File: config.mk
export PLATFORM = sky130hd
export DESIGN_NAME = popcount_enumerator_flat
export DESIGN_NICKNAME = d
export VERILOG_FILES = /design/src/rtl/popcount_enumerator_if.sv /design/src/rtl/popcount_enumerator.sv /design/src/flat_wrapper.sv
export SDC_FILE = /design/constraint.sdc
export NUM_CORES = 1
export LEC_CHECK = 0
export BUFFER_PORTS_ARGS = -buffer_cell sky130_fd_sc_hd__buf_2
export CAP_MARGIN = 5
export CORE_UTILIZATION = 50
export CTS_CLUSTER_SIZE = 25
export DETAILED_ROUTE_END_ITERATION = 12
export PLACE_DENSITY = 0.72
export SLEW_MARGIN = 20
export SYNTH_ARGS = -nofsm -noshare
export SYNTH_HDL_FRONTEND = slang
export SYNTH_SLANG_ARGS = --single-unit
File: constraint.sdc
create_clock -name clk -period 2.9 [get_ports clk]
set_input_delay 0.58 -clock clk [delete_from_list [all_inputs] [get_ports clk]]
set_output_delay 0.58 -clock clk [all_outputs]
set_load 0.01 [all_outputs]
File: src/rtl/popcount_enumerator_if.sv
// Request / beat bus of the popcount enumerator.
// master drives requests and consumer ready; slave is the enumerator.
interface popcount_enumerator_if #(
  parameter int W  = 7,
  parameter int CW = $clog2(W+1),
  parameter int IW = 16
);
  logic          req_vld;
  logic [CW-1:0] req_k;
  logic          req_rdy;
  logic          flush;
  logic          out_vld;
  logic          out_rdy;
  logic [W-1:0]  out_x;
  logic [IW-1:0] out_idx;
  logic          out_last;
  logic          out_err;

  modport master (
    output req_vld, req_k, flush, out_rdy,
    input  req_rdy, out_vld, out_x,
    input  out_idx, out_last, out_err
  );

  modport slave (
    input  req_vld, req_k, flush, out_rdy,
    output req_rdy, out_vld, out_x,
    output out_idx, out_last, out_err
  );
endinterface

File: src/rtl/popcount_enumerator.sv
// Emits every W-bit vector of popcount K in ascending order,
// one beat per cycle, using a Gosper next-combination step.
module popcount_enumerator #(
  parameter int W  = 7,
  parameter int CW = $clog2(W+1),
  parameter int IW = 16
) (
  input  logic                 clk,
  input  logic                 rst_n,
  popcount_enumerator_if.slave bus
);

  typedef enum logic {IDLE, EMIT} state_e;

  state_e        state_q, state_d;
  logic          init_q;
  logic [CW-1:0] k_q, k_d;
  logic [W-1:0]  x_q, x_d;
  logic [IW-1:0] idx_q, idx_d;
  logic          last_q, last_d;
  logic          err_q, err_d;

  logic          accept, xfer, k_bad;
  logic [W:0]    xe, ce, re;
  logic [CW-1:0] ctz;
  logic [W-1:0]  nxt;

  function automatic logic [W-1:0] low_mask(
    input logic [CW-1:0] k
  );
    logic [W-1:0] m;
    for (int i = 0; i < W; i++)
      m[i] = (i < int'(k));
    return m;
  endfunction

  function automatic logic [W-1:0] high_mask(
    input logic [CW-1:0] k
  );
    logic [W-1:0] m;
    for (int i = 0; i < W; i++)
      m[i] = (i >= W - int'(k));
    return m;
  endfunction

  assign bus.req_rdy  = init_q && (state_q == IDLE);
  assign bus.out_vld  = (state_q == EMIT);
  assign bus.out_x    = x_q;
  assign bus.out_idx  = idx_q;
  assign bus.out_last = last_q;
  assign bus.out_err  = err_q;

  assign accept = bus.req_rdy && bus.req_vld
               && !bus.flush;
  assign xfer   = bus.out_vld && bus.out_rdy
               && !bus.flush;
  assign k_bad  = int'(bus.req_k) > W;

  // Gosper step in W+1 bits; ctz of the isolated
  // lowest set bit replaces the classic divide.
  always_comb begin
    xe  = {1'b0, x_q};
    ce  = xe & (~xe + (W+1)'(1));
    re  = xe + ce;
    ctz = '0;
    for (int i = W; i >= 0; i--)
      if (ce[i]) ctz = CW'(i);
    nxt = W'((((re ^ xe) >> 2) >> ctz) | re);
  end

  always_comb begin
    state_d = state_q;
    k_d     = k_q;
    x_d     = x_q;
    idx_d   = idx_q;
    last_d  = last_q;
    err_d   = err_q;
    unique case (1'b1)
      bus.flush: state_d = IDLE;
      accept: begin
        state_d = EMIT;
        k_d     = bus.req_k;
        idx_d   = '0;
        err_d   = k_bad;
        x_d     = k_bad ? '0 : low_mask(bus.req_k);
        last_d  = (bus.req_k == '0)
               || (int'(bus.req_k) >= W);
      end
      xfer && last_q: state_d = IDLE;
      xfer && !last_q: begin
        x_d    = nxt;
        idx_d  = idx_q + IW'(1);
        last_d = (nxt == high_mask(k_q));
      end
      default: ;
    endcase
  end

  always_ff @(posedge clk or negedge rst_n) begin
    if (!rst_n) begin
      state_q <= IDLE;
      init_q  <= 1'b0;
      k_q     <= '0;
      x_q     <= '0;
      idx_q   <= '0;
      last_q  <= 1'b0;
      err_q   <= 1'b0;
    end else begin
      state_q <= state_d;
      init_q  <= 1'b1;
      k_q     <= k_d;
      x_q     <= x_d;
      idx_q   <= idx_d;
      last_q  <= last_d;
      err_q   <= err_d;
    end
  end

endmodule

File: src/flat_wrapper.sv
// flat-port wrapper written by rule: the top's interface ports become plain ports
module popcount_enumerator_flat 
#(
  parameter int W  = 7,
  parameter int CW = $clog2(W+1),
  parameter int IW = 16
)
  (clk, rst_n, bus_req_vld, bus_req_k, bus_flush, bus_out_rdy, bus_req_rdy, bus_out_vld, bus_out_x, bus_out_idx, bus_out_last, bus_out_err);
  popcount_enumerator_if #(.W(W), .CW(CW), .IW(IW)) bus_i ();
  input  logic clk;
  input  logic rst_n;
  input wire logic [$bits(bus_i.req_vld)-1:0] bus_req_vld;
  input wire logic [$bits(bus_i.req_k)-1:0] bus_req_k;
  input wire logic [$bits(bus_i.flush)-1:0] bus_flush;
  input wire logic [$bits(bus_i.out_rdy)-1:0] bus_out_rdy;
  output wire logic [$bits(bus_i.req_rdy)-1:0] bus_req_rdy;
  output wire logic [$bits(bus_i.out_vld)-1:0] bus_out_vld;
  output wire logic [$bits(bus_i.out_x)-1:0] bus_out_x;
  output wire logic [$bits(bus_i.out_idx)-1:0] bus_out_idx;
  output wire logic [$bits(bus_i.out_last)-1:0] bus_out_last;
  output wire logic [$bits(bus_i.out_err)-1:0] bus_out_err;
  assign bus_i.req_vld = bus_req_vld;
  assign bus_i.req_k = bus_req_k;
  assign bus_i.flush = bus_flush;
  assign bus_i.out_rdy = bus_out_rdy;
  assign bus_req_rdy = bus_i.req_rdy;
  assign bus_out_vld = bus_i.out_vld;
  assign bus_out_x = bus_i.out_x;
  assign bus_out_idx = bus_i.out_idx;
  assign bus_out_last = bus_i.out_last;
  assign bus_out_err = bus_i.out_err;
  popcount_enumerator #(.W(W), .CW(CW), .IW(IW)) u_core (.clk(clk), .rst_n(rst_n), .bus(bus_i));
endmodule
==> results of run 1 <==
registers in the layout, summed over array words and instances, names as in the netlist:
| signal | flops |
|---|---|
| u_core.bus.out_last | 1 |
| u_core.bus.out_vld | 1 |
| u_core.init_q | 1 |
| u_core.k_q | 3 |
| u_core.bus.out_idx | 16 |
| u_core.bus.out_x | 7 |
worst paths after layout:
path,to,cells past startpoint,slack [ps],startpoint
hold reg to reg,u_core.bus.out_idx[15],1,490,u_core.bus.out_idx[15]
max in group asynchronous,u_core.bus.out_idx[1],1,2160,rst_n
hold / removal,u_core.init_q,1,320,rst_n
min in group clk,u_core.bus.out_idx[15],1,490,u_core.bus.out_idx[15]
setup reg to reg,u_core.bus.out_last,7,450,u_core.bus.out_x[4]
setup / recovery,u_core.bus.out_last,7,450,u_core.bus.out_x[4]
layer usage:
layer  GRT usage  vias up
met2       0.389       88
met3      0.0347        7
li1            -      983
met4       0.114        0
met5           0        -
met1       0.354      955
power groups by stage:
stage | registers [W] | clock network, W | logic [W]
6_report | 0.000531 | 0.000435 | 0.000629
5_1_grt | 0.000541 | 0.000452 | 0.000697
4_1_cts | 0.000528 | 0.000440 | 0.000622
3_5_place_dp | 0.000536 | 0 | 0.000620
3_3_place_gp | 0.000535 | 0 | 0.000617
2_1_floorplan | 0.000514 | 0 | 0.000473
worst max-delay path, cell delays in order (launching register included):
cell and delay (ps):
dfrtp_1 690, or3b_2 490, a21oi_1 150, o31ai_1 140, or2_2 320, o32ai_1 270, a21oi_1 90, o31ai_2 210
cells by family after synthesis:
group,share of synthesized area
AOI/OAI and AO/OA,0.269
xor gates and xnor gates,0.00434
adders and majority gates,0.00620
buffers and inverters,0.0502
DFF,0.360
muxes,0.0149
other,0.00372
and+or+nand+nor,0.292
synthesized netlist by cell type, types with 2 or more instances:
master | count | area share
nand2_1 | 36 | 0.067
dfrtp_1 | 29 | 0.36
o21ai_0 | 24 | 0.060
nor2_1 | 22 | 0.041
nand3_1 | 14 | 0.035
clkbuf_1 | 11 | 0.020
a21oi_1 | 9 | 0.022
nand2b_1 | 8 | 0.025
nor3_1 | 7 | 0.017
and3_1 | 5 | 0.016
nand4_1 | 5 | 0.016
nor2b_1 | 5 | 0.016
o211ai_1 | 5 | 0.019
o31ai_1 | 5 | 0.019
a211oi_1 | 4 | 0.015
inv_1 | 4 | 0.0074
a32oi_1 | 3 | 0.013
buf_2 | 3 | 0.0074
mux2i_1 | 3 | 0.015
o21a_1 | 3 | 0.011
o221ai_1 | 3 | 0.013
or2_2 | 3 | 0.0093
or3_1 | 3 | 0.0093
a221o_1 | 2 | 0.0099
and2_1 | 2 | 0.0062
buf_4 | 2 | 0.0074
conb_1 | 2 | 0.0037
nor4_1 | 2 | 0.0062
o22ai_1 | 2 | 0.0062
o311ai_0 | 2 | 0.0087
through the flow:
stage | setup slack, ps | cells
finish | 449 | 331
detailed placement | 491 | 323
floorplan | 590 | 252
CTS | 483 | 331
global placement | 550 | 323
global route | 254 | 331
final cells by class:
class	count	area [um2]	area share
Inverter	4	15.0	0.00644
Sequential cell	29	726	0.311
Tap cell	48	60.1	0.0258
Multi-Input combinational cell	201	1190	0.510
Clock inverter	1	30.0	0.0129
Clock buffer	7	86.3	0.0370
Timing Repair Buffer	41	225	0.0966
==> results.toml, run 1 <==
[sta]
holdWs_ps = 322
layout_min_cycle_time_ps = 2450
tightest_slew_ps = 820
skew_ps = 6.19
slew_viol_final = 0
max_slew_margin = 0.451
tns_ps = 0
finalCritPeriodShare = 0.845
finalHoldViolations = 0
max_freq_mhz = 408
rsz0062_at_grt = "false"
setup_viol = 0

[global_routing]
grt_pass1_vias = 1744
grt_max_degree = 30
grt_antenna_before_repair = 0
grt_usage = 0.254
gr-total-overflow = 0
grt_pass1_wl_um = 8290

[critical_path]
critPathMaxFanout = 21
crit_arrival_ps = 2650
startpoint_type = "register"
critPathKind = "register to register"
required_ps = 3100
cp-end-kind = "register"

[finish]
area_delta_synth_final_pct = 15.6
drive_above_1_share = 0.201
fin_area_um2 = 2330
mostFrequentLayoutCell = "nand2_1"
finish.utilization = 0.618
num_antenna_cells = 0
mostFrequentLayoutCells = "nand2_1, buf_2, dfrtp_1"
fill_cells = 356
fin_nets = 291

[drt]
first_pass_iters = 4
drt_wl_total_um = 4950
wl_met2_um = 2300
first_iter_violations = 154
drt.antenna.violating_nets = 0
routed_via_density = 6.14
post-route-drc-count = 0
vias = 2033
wl_met3_um = 358
top_layer = "met4"
wl_per_cell_um = 14.9
wl_met1_um = 2240

[floorplanning]
die_w_um = 65.5
die_y_um = 65.5
initial_core_util = 0.535
num_io_pins = 35
core_area_um2 = 3770
row_count = 22
die_area_um2 = 4290

[pwr]
ir_drop_v = 0.000407
intPower_w = 0.000986
power_w = 0.00160
power.share.clock = 0.273
power.switching_w = 0.000610
combPwrFrac = 0.394
swShare = 0.382
power.leakage_nw = 1.03
sequentialPowerShare = 0.333
powerDensity_nw_per_um2 = 684

[synthesis]
ys_warn_count = 0
syn_avg_cell_area_um2 = 8.00
synth.distinct_cells = 54
synth_seq_cells = 29
async_reset_ff_frac = 1.00
syn_nets = 261
yosysSeqAreaShare = 0.360
syn_area_um2 = 2020
synth_edf_count = 0
synthCells = 252
synth_flop_cell = "dfrtp_1"

[cts]
path_clk_slew_ps = 60
cts_sinks = 29
cts_setup_buffers = 0
cts-root-buf = "clkbuf_8"
cts_resized = 0
cts_tree = "yes"
htreeDepth = 2
cts_hold_buf = 0
cts_buffers = 5
worstSkewPairLatency_ps = 280
clk_path_buf_depth = 2

[run]
maxCapViolCount = 0

[place]
dpl.hpwl_um = 3430
port_buffers = 33
gp_congestion = 0.862
place_area_um2 = 2220

[min_path]
hold_class = "input pin to async pin"

[status]
status = "finished, final reports clean"
Note: power is estimated with default switching activity, not from simulation.
==> run 2, diff against run 1 <==
PLACE_DENSITY = 0.75   (was 0.72)
clock period = 2.2 ns   (was 2.9 ns; I/O delays follow)
==> results.toml, run 2 (synthesis gave the netlist of run 1 again) <==
[place]
dpl_worst_slack_ps = -20.3
gp_congestion = 0.906
dpl.hpwl_um = 3940
port_buffers = 33

[sta]
rsz0062_at_grt = "true"
tightest_slew_ps = 872
slew_viol_final = 0
finalCritPeriodShare = 1.02
max_freq_mhz = 446
finalHoldViolations = 0
layout_min_cycle_time_ps = 2240
setup_viol = 1
max_slew_margin = 0.417
layout_setup_ws_ps = -40.5
skew_ps = 4.41

[floorplanning]
die_area_um2 = 4290
initial_core_util = 0.535
row_count = 22
num_io_pins = 35
die_w_um = 65.5
core_area_um2 = 3770
die_y_um = 65.5

[pwr]
ir_drop_v = 0.000535
powerDensity_nw_per_um2 = 927
power.leakage_nw = 1.14

[run]
maxCapViolCount = 0

[drt]
wl_per_cell_um = 15.9
drt_wl_total_um = 5600
top_layer = "met4"
first_pass_iters = 7
drt.antenna.violating_nets = 0
wl_met3_um = 342
post-route-drc-count = 0
wl_met2_um = 2670
vias = 2157
wl_met1_um = 2510
routed_via_density = 6.13
first_iter_violations = 254

[status]
status = "finished, violations left"
violations = "negative setup slack"

[finish]
mostFrequentLayoutCells = "nand2_1, buf_2, buf_4"
num_antenna_cells = 0
drive_above_1_share = 0.306
fin_nets = 313
mostFrequentLayoutCell = "nand2_1"
largest_register_ffs = 16
area_delta_synth_final_pct = 26.0
finish.utilization = 0.674

[cts]
worstSkewPairLatency_ps = 280
htreeDepth = 2
path_clk_slew_ps = 60
cts_sinks = 29
cts_buffers = 5
cts-root-buf = "clkbuf_8"
cts_tree = "yes"
clk_path_buf_depth = 2

[critical_path]
required_ps = 2390
cp-end-kind = "register"
r2r_slack_ps = -40
critPathMaxFanout = 7
critPathKind = "register to register"
rr_worst_depth = 7
r2r_start = "u_core.bus.out_x[2]"
crit_arrival_ps = 2430
startpoint_type = "register"
r2r_end = "u_core.bus.out_last"

[global_routing]
grt_pass1_wl_um = 9230
grt_antenna_before_repair = 0
grt_max_degree = 30
grt_usage = 0.279
grt_pass1_vias = 1911
gr-total-overflow = 0

[min_path]
hold_class = "input pin to async pin"
run 2: cell type report:
cell class / count / area (um2)
Multi-Input combinational cell: 201 / 1240
Clock inverter: 2 / 35.0
Inverter: 4 / 15.0
Sequential cell: 29 / 731
Timing Repair Buffer: 63 / 390
Fill cell: 296 / 1230
Tap cell: 48 / 60.1
Clock buffer: 5 / 68.8
run 2: report_power, final:
part / internal [W] / total (W) / switching (W)
logic: 0.000534 / 0.00115 / 0.000620
registers: 0.000594 / 0.000680 / 0.0000860
clock network: 0.000328 / 0.000523 / 0.000194
run 2: how the worst max path moves through the flow:
| stage | from | endpoint | slack, ps | depth (start not counted) |
|---|---|---|---|---|
| global route | u_core.bus.out_x[2] | u_core.bus.out_last | -120 | 7 |
| finish | u_core.bus.out_x[2] | u_core.bus.out_last | -40 | 7 |
| detailed placement | u_core.bus.out_x[3] | u_core.bus.out_last | -20 | 9 |
| CTS | u_core.bus.out_x[0] | u_core.bus.out_last | 9 | 8 |
| floorplan | u_core.bus.out_x[1] | u_core.bus.out_last | 6 | 8 |
| global placement | u_core.bus.out_x[3] | u_core.bus.out_last | 20 | 8 |
run 2: per-stage QoR:
step | instances | hold slack (ps) | total power, W | area, um2 | setup TNS [ps]
after global placement | 343 | 476 | 0.00170 | 2370 | 0
after detailed placement | 343 | 492 | 0.00172 | 2370 | -20.3
final | 352 | 171 | 0.00236 | 2540 | -40.5
after CTS | 352 | 195 | 0.00228 | 2500 | 0
after floorplan | 252 | 144 | 0.00130 | 2020 | 0
after global routing | 352 | 233 | 0.00248 | 2540 | -123
run 2: routing by layer:
layer  up-vias  GRT usage
met5         -          0
met4         0     0.0625
met3        17     0.0573
met2        86      0.427
met1      1025      0.404
li1       1029          -
run 2: timing repair:
action                                  4_1_cts  5_1_grt
cloned                                        0        0
buffers inserted                              2        0
gates resized for setup                       4       13
endpoints found under the setup margin        1        1
pin swaps                                     1        3
hold buffers                                  0        0
run 2: worst max-delay path, stage by stage (launching register included):
cell      delay, ps
dfrtp_2         430
nor2b_1         190
or4_4           560
o211ai_1        170
and2b_1         200
xor2_1          180
a41oi_1         150
o31ai_2         260
